### src/rtl/prog_mem_pkg.sv
// Shared state encoding, default geometry and address-width helper for the program memory.
package prog_mem_pkg;

    typedef enum logic {
        IDLE = 1'b0,
        LOAD = 1'b1
    } state_t;

    localparam int              DEF_WIDTH        = 21;
    localparam int              DEF_DEPTH        = 16;
    localparam logic [20:0]     DEF_DEFAULT_WORD = '0;

    function automatic int addr_bits(input int depth);
        return (depth > 1) ? $clog2(depth) : 1;
    endfunction

endpackage

### src/rtl/prog_mem_if.sv
// Fetch and load signal bundle between a program-memory client (master) and the memory (slave).
interface prog_mem_if
    import prog_mem_pkg::*;
#(
    parameter int WIDTH = DEF_WIDTH
);
    logic [15:0]      addr;
    logic             rd_en;
    logic [WIDTH-1:0] data;
    logic             data_valid;
    logic             addr_err;
    logic             ld_start;
    logic [15:0]      ld_base;
    logic             ld_valid;
    logic [WIDTH-1:0] ld_data;
    logic             ld_last;
    logic             ld_ready;
    logic             busy;
    logic [15:0]      ld_count;
    logic             ld_err;

    modport master (
        output addr, rd_en, ld_start, ld_base, ld_valid, ld_data, ld_last,
        input  data, data_valid, addr_err, ld_ready, busy, ld_count, ld_err
    );

    modport slave (
        input  addr, rd_en, ld_start, ld_base, ld_valid, ld_data, ld_last,
        output data, data_valid, addr_err, ld_ready, busy, ld_count, ld_err
    );
endinterface

### src/rtl/prog_mem_array.sv
// Word storage: one write port, one registered read port (1-cycle latency), no backpressure.
// The read register is cleared by rst; the array contents never are.
module prog_mem_array
    import prog_mem_pkg::*;
#(
    parameter int               WIDTH        = DEF_WIDTH,
    parameter int               DEPTH        = DEF_DEPTH,
    parameter logic [WIDTH-1:0] DEFAULT_WORD = WIDTH'(DEF_DEFAULT_WORD),
    parameter int               AW           = addr_bits(DEPTH)
) (
    input  logic             clk,
    input  logic             rst,
    input  logic             we,
    input  logic [AW-1:0]    waddr,
    input  logic [WIDTH-1:0] wdata,
    input  logic             re,
    input  logic             rdef,
    input  logic [AW-1:0]    raddr,
    output logic [WIDTH-1:0] rdata
);

    logic [WIDTH-1:0] mem [DEPTH] = '{default: DEFAULT_WORD};

    always_ff @(posedge clk) begin
        if (we) begin
            mem[waddr] <= wdata;
        end
    end

    // rdef substitutes the default word so out-of-range fetches never index mem.
    always_ff @(posedge clk) begin
        if (rst) begin
            rdata <= DEFAULT_WORD;
        end else if (re) begin
            rdata <= rdef ? DEFAULT_WORD : mem[raddr];
        end
    end

endmodule

### src/rtl/prog_mem.sv
// Program memory with a streaming load session and 1-cycle registered fetch.
// Load words are accepted every cycle while busy; fetches are only served while idle.
module prog_mem
    import prog_mem_pkg::*;
#(
    parameter int               WIDTH        = DEF_WIDTH,
    parameter int               DEPTH        = DEF_DEPTH,
    parameter logic [WIDTH-1:0] DEFAULT_WORD = WIDTH'(DEF_DEFAULT_WORD)
) (
    input  logic       clk,
    input  logic       rst,
    prog_mem_if.slave  bus
);

    localparam int          AW      = addr_bits(DEPTH);
    localparam logic [16:0] DEPTH17 = 17'(DEPTH);

    state_t      state_q, state_d;
    logic [16:0] ptr_q, ptr_d;
    logic [15:0] cnt_q, cnt_d;
    logic        err_q, err_d;
    logic        valid_q, oob_q;
    logic        fetch, wr_en, fetch_oob;

    assign fetch_oob = ({1'b0, bus.addr} >= DEPTH17);

    always_comb begin
        state_d = state_q;
        ptr_d   = ptr_q;
        cnt_d   = cnt_q;
        err_d   = err_q;
        fetch   = 1'b0;
        wr_en   = 1'b0;
        case (state_q)
            IDLE: begin
                fetch = bus.rd_en;
                if (bus.ld_start) begin
                    state_d = LOAD;
                    ptr_d   = {1'b0, bus.ld_base};
                    cnt_d   = '0;
                    err_d   = 1'b0;
                end
            end
            LOAD: begin
                if (bus.ld_valid) begin
                    cnt_d = cnt_q + 16'd1;
                    // Saturate once past 64K so the pointer can never wrap back into range.
                    ptr_d = ptr_q[16] ? ptr_q : ptr_q + 17'd1;
                    if (ptr_q < DEPTH17) begin
                        wr_en = 1'b1;
                    end else begin
                        err_d = 1'b1;
                    end
                    if (bus.ld_last) begin
                        state_d = IDLE;
                    end
                end
            end
            default: state_d = IDLE;
        endcase
    end

    always_ff @(posedge clk) begin
        if (rst) begin
            state_q <= IDLE;
            ptr_q   <= '0;
            cnt_q   <= '0;
            err_q   <= 1'b0;
            valid_q <= 1'b0;
            oob_q   <= 1'b0;
        end else begin
            state_q <= state_d;
            ptr_q   <= ptr_d;
            cnt_q   <= cnt_d;
            err_q   <= err_d;
            valid_q <= fetch;
            oob_q   <= fetch & fetch_oob;
        end
    end

    prog_mem_array #(
        .WIDTH        (WIDTH),
        .DEPTH        (DEPTH),
        .DEFAULT_WORD (DEFAULT_WORD),
        .AW           (AW)
    ) u_array (
        .clk   (clk),
        .rst   (rst),
        .we    (wr_en & ~rst),
        .waddr (ptr_q[AW-1:0]),
        .wdata (bus.ld_data),
        .re    (fetch),
        .rdef  (fetch_oob),
        .raddr (bus.addr[AW-1:0]),
        .rdata (bus.data)
    );

    assign bus.data_valid = valid_q;
    assign bus.addr_err   = oob_q;
    assign bus.busy       = (state_q == LOAD);
    assign bus.ld_ready   = (state_q == LOAD);
    assign bus.ld_count   = cnt_q;
    assign bus.ld_err     = err_q;

endmodule

### src/flat_wrapper.sv
// flat-port wrapper written by rule: the top's interface ports become plain ports
module prog_mem_flat import prog_mem_pkg::*;
#(
    parameter int               WIDTH        = DEF_WIDTH,
    parameter int               DEPTH        = DEF_DEPTH,
    parameter logic [WIDTH-1:0] DEFAULT_WORD = WIDTH'(DEF_DEFAULT_WORD)
)
  (clk, rst, bus_addr, bus_rd_en, bus_ld_start, bus_ld_base, bus_ld_valid, bus_ld_data, bus_ld_last, bus_data, bus_data_valid, bus_addr_err, bus_ld_ready, bus_busy, bus_ld_count, bus_ld_err);
  prog_mem_if #(.WIDTH(WIDTH)) bus_i ();
  input  logic clk;
  input  logic rst;
  input wire logic [$bits(bus_i.addr)-1:0] bus_addr;
  input wire logic [$bits(bus_i.rd_en)-1:0] bus_rd_en;
  input wire logic [$bits(bus_i.ld_start)-1:0] bus_ld_start;
  input wire logic [$bits(bus_i.ld_base)-1:0] bus_ld_base;
  input wire logic [$bits(bus_i.ld_valid)-1:0] bus_ld_valid;
  input wire logic [$bits(bus_i.ld_data)-1:0] bus_ld_data;
  input wire logic [$bits(bus_i.ld_last)-1:0] bus_ld_last;
  output wire logic [$bits(bus_i.data)-1:0] bus_data;
  output wire logic [$bits(bus_i.data_valid)-1:0] bus_data_valid;
  output wire logic [$bits(bus_i.addr_err)-1:0] bus_addr_err;
  output wire logic [$bits(bus_i.ld_ready)-1:0] bus_ld_ready;
  output wire logic [$bits(bus_i.busy)-1:0] bus_busy;
  output wire logic [$bits(bus_i.ld_count)-1:0] bus_ld_count;
  output wire logic [$bits(bus_i.ld_err)-1:0] bus_ld_err;
  assign bus_i.addr = bus_addr;
  assign bus_i.rd_en = bus_rd_en;
  assign bus_i.ld_start = bus_ld_start;
  assign bus_i.ld_base = bus_ld_base;
  assign bus_i.ld_valid = bus_ld_valid;
  assign bus_i.ld_data = bus_ld_data;
  assign bus_i.ld_last = bus_ld_last;
  assign bus_data = bus_i.data;
  assign bus_data_valid = bus_i.data_valid;
  assign bus_addr_err = bus_i.addr_err;
  assign bus_ld_ready = bus_i.ld_ready;
  assign bus_busy = bus_i.busy;
  assign bus_ld_count = bus_i.ld_count;
  assign bus_ld_err = bus_i.ld_err;
  prog_mem #(.WIDTH(WIDTH), .DEPTH(DEPTH), .DEFAULT_WORD(DEFAULT_WORD)) u_core (.clk(clk), .rst(rst), .bus(bus_i));
endmodule
### config.mk
export PLATFORM = sky130hd
export DESIGN_NAME = prog_mem_flat
export DESIGN_NICKNAME = d
export VERILOG_FILES = /design/src/rtl/prog_mem_pkg.sv /design/src/rtl/prog_mem_if.sv /design/src/rtl/prog_mem_array.sv /design/src/rtl/prog_mem.sv /design/src/flat_wrapper.sv
export SDC_FILE = /design/constraint.sdc
export NUM_CORES = 1
export LEC_CHECK = 0
export CORE_MARGIN = 2
export CORE_UTILIZATION = 51
export DETAILED_ROUTE_END_ITERATION = 7
export PLACE_DENSITY = 0.81
export SETUP_SLACK_MARGIN = 0.02
export SLEW_MARGIN = 20
export SYNTH_ARGS = -nofsm -noshare
export SYNTH_HDL_FRONTEND = slang
export SYNTH_SLANG_ARGS = --single-unit
### constraint.sdc
create_clock -name clk -period 10.15 [get_ports clk]
set_input_delay 3.045 -clock clk [delete_from_list [all_inputs] [get_ports clk]]
set_output_delay 3.045 -clock clk [all_outputs]
set_load 0.02 [all_outputs]
==> key figures <==
Synth
  • Ys flop type: edfxtp_1
  • FF+latch count, synth: approximately 390
  • Avg Cell Area, Syn: 18.5 um2
  • Net Count, Synth: 913
  • Synth async-reset ratio: 0%
  • Post-synth EDFFs: 336
  • Number of distinct library cells after synthesis: 62
  • Ys Warns: 0
  • Post-synth design cell area: 0.0157 mm2
  • Post-Synthesis Cells: approximately 850
  • Sequential share of the synthesized area: 71.8%

Timing
  • Post-route clock period utilization: 53.1%
  • Relative slew slack: 33.3%
  • Final Hold Viols: 0
  • Tmin final: 5.39 ns
  • Unrepaired setup endpoints after global routing: false
  • Max-slew violations: 0
  • Worst-Margin Slew: 0.995 ns
  • Fmax: 185 MHz
  • Final setup fails: 0
  • Skew final: 0.0260 ns
  • Hold WS: around 0.48 ns
  • Setup TNS: 0 ns

Final layout
  • Final nets: between 1000 and 1500
  • Inserted Diodes: 0
  • # fillers: 2107
  • Final design utilization: 60.5%
  • Layout cells sized above 1: 19.9%
  • Most frequent cells in the layout: edfxtp_1, clkdlybuf4s50_1, mux4_2, mux2i_1, dfxtp_1
  • Commonest non-fill, non-tap cell in the layout: edfxtp_1
  • Layout area overhead: 17.6%

Status
  • Outcome: finished, final reports clean

Min path
  • Hold Path Class: flop to flop
  • HP Start: u_core.u_array.rdata[2]$_SDFFE_PP0P_

Clocking
  • Total CTS buffers: 40
  • Post-CTS setup buffers: 0
  • CTS sink cnt: 394
  • CTS tree: yes
  • H-tree level count: 2
  • Root buffer cell: clkbuf_16
  • Clk Latency, worst-skew pair: 0.53 ns
  • Post-CTS sizing: 0
  • Hold_buf cts: 0
  • CTS Buffer Depth: 3
  • Clock-pin slew on the worst setup and hold paths: 0.06 ns

Worst setup path
  • Crit end category: flop
  • CP Launch Type: input port
  • R2R Setup Slk: 6.85 ns
  • Worst endpoint required time: 10.36 ns
  • Crit path kind: input port to flop
  • FF-to-FF Start: u_core.bus.busy$_SDFF_PP0_
  • Crit-path max FO: 14
  • WP data arrival: 5.60 ns
  • CP Launch Point: bus_ld_valid

Global routing
  • GRT Total Usage: 21.1%
  • Number of antenna violations at the first check in global routing: 0
  • Vias in the first global route: 8633
  • Gr ovfl total: 0
  • First-pass GRT wire length: 50500 um
  • Largest net degree at the start of global routing: 49

Power and ir drop
  • PD cells: approximately 180 mW/mm2
  • Peak VDD IR: roughly 0.12 mV
  • P_leak: between 6 and 7 nW

Route
  • Drt pass-1 iters: 5
  • Routed len/inst: 24.0 um
  • Vias/cell: 6.10
  • Drt total wl: about 33000 um
  • Via count: 8491
  • # DRC: 0
  • Initial DRC count: between 700 and 800
  • Antenna Nets Post-Route: 0

Die
  • Die ar.: 0.0321 mm2
  • Die Ht: between 150 and 200 um
  • Initial Util: 51.5%
  • Row cnt: between 60 and 70
  • Die X: 179 um
  • Ports: between 100 and 150
  • Core area: 0.0304 mm2

Place
  • Port Buffer Count: 100
  • RePlAce Congestion: 0.867
  • Post-DP HPWL: 19000 um

Flow run
  • Number of max-cap violations: 0
==> critical path: stages <==
cell and delay, ns:
clkdlybuf4s50_1 0.55, nand2_2 0.22, nor2_1 0.31, nand3_1 0.27, nor3_2 0.82, buf_4 0.37
==> final cells by class <==
| cell class | instances | area, um2 | share of cell area (%) |
|---|---|---|---|
| clock buffers | 57 | 1140 | 6.17 |
| clock inverters | 16 | 173 | 0.937 |
| inverters | 13 | 48.8 | 0.265 |
| multi-input cells | 394 | 4160 | 22.6 |
| flip-flops and latches | 394 | 11300 | 61.1 |
| well taps | 396 | 495 | 2.69 |
| repair buffers | 122 | 1150 | 6.26 |
==> layer usage <==
layer	part of all wire, %	GRT usage [%]	vias up
met3	7.2	3.71	52
met1	41	28.9	4313
met2	50	34.9	405
met4	2.2	6.45	0
li1	-	-	3721
met5	0	0	-
==> stage by stage <==
| step | setup WS (ns) | instance area [um2] | std cells | total power [mW] |
|---|---|---|---|---|
| 2_1_floorplan | 4.60 | 15700 | 849 | 1.91 |
| 3_3_place_gp | 4.23 | 17100 | 1319 | 1.98 |
| 3_5_place_dp | 4.18 | 17100 | 1319 | 1.98 |
| 4_1_cts | 4.66 | 18400 | 1392 | 3.43 |
| 5_1_grt | 4.55 | 18400 | 1392 | 3.50 |
| 6_report | 4.76 | 18400 | 1392 | 3.41 |
==> report_power, final <==
group          internal (mW)  switching [mW]
Sequential              1.76          0.0123
Clock                  0.861           0.597
Combinational         0.0781          0.0956
Total                   2.70           0.705
==> sequential cells by signal, indices dropped and copies added, names as in the netlist <==
name                   cells
u_core.bus.data_valid      1
u_core.ptr_q              17
u_core.u_array.rdata      21
u_core.bus.addr_err        1
u_core.bus.busy            1
u_core.u_array.mem       336
u_core.bus.ld_err          1
u_core.bus.ld_count       16
==> final timing paths <==
kind / end / depth (start not counted)
hold / removal: u_core.u_array.rdata[2]$_SDFFE_PP0P_ / 1
setup reg to reg: u_core.u_array.mem[1][17]$_DFFE_PP_ / 5
hold reg to reg: u_core.u_array.rdata[2]$_SDFFE_PP0P_ / 1
setup / recovery: u_core.u_array.mem[1][17]$_DFFE_PP_ / 6
==> cells in the mapped netlist (4+ instances only) <==
cell type / number / area share (%)
edfxtp_1: 336 / 64
mux4_2: 83 / 12
mux2i_1: 63 / 4.0
dfxtp_1: 58 / 7.4
nor2_1: 32 / 0.77
a21oi_1: 25 / 0.80
a22o_1: 21 / 1.2
clkbuf_1: 17 / 0.41
o21ai_0: 17 / 0.54
buf_2: 15 / 0.48
nand2_1: 15 / 0.36
inv_1: 12 / 0.29
nand3_1: 11 / 0.35
nor4_1: 10 / 0.40
buf_4: 9 / 0.43
nand4_1: 8 / 0.32
nor2b_1: 8 / 0.32
nor3_1: 8 / 0.26
nand2b_1: 6 / 0.24
and3_1: 5 / 0.20
buf_6: 5 / 0.36
ha_1: 5 / 0.40
o32ai_1: 5 / 0.28
a211oi_1: 4 / 0.19
a31oi_1: 4 / 0.16
and2_1: 4 / 0.16
and4_1: 4 / 0.22
o211ai_1: 4 / 0.19
==> cell families after synthesis <==
| group | after synthesis | share of synthesized area (%) |
|---|---|---|
| flip-flops | 394 | 71.8 |
| XOR/XNOR | 3 | 0.168 |
| AND/OR/NAND/NOR | 130 | 4.66 |
| adder cells (fa/ha/maj) | 5 | 0.399 |
| buffers and inverters | 61 | 2.04 |
| multiplexers | 149 | 16.2 |
| AO/OA/AOI/OAI | 107 | 4.77 |
Power figures use the tool's default switching activity.
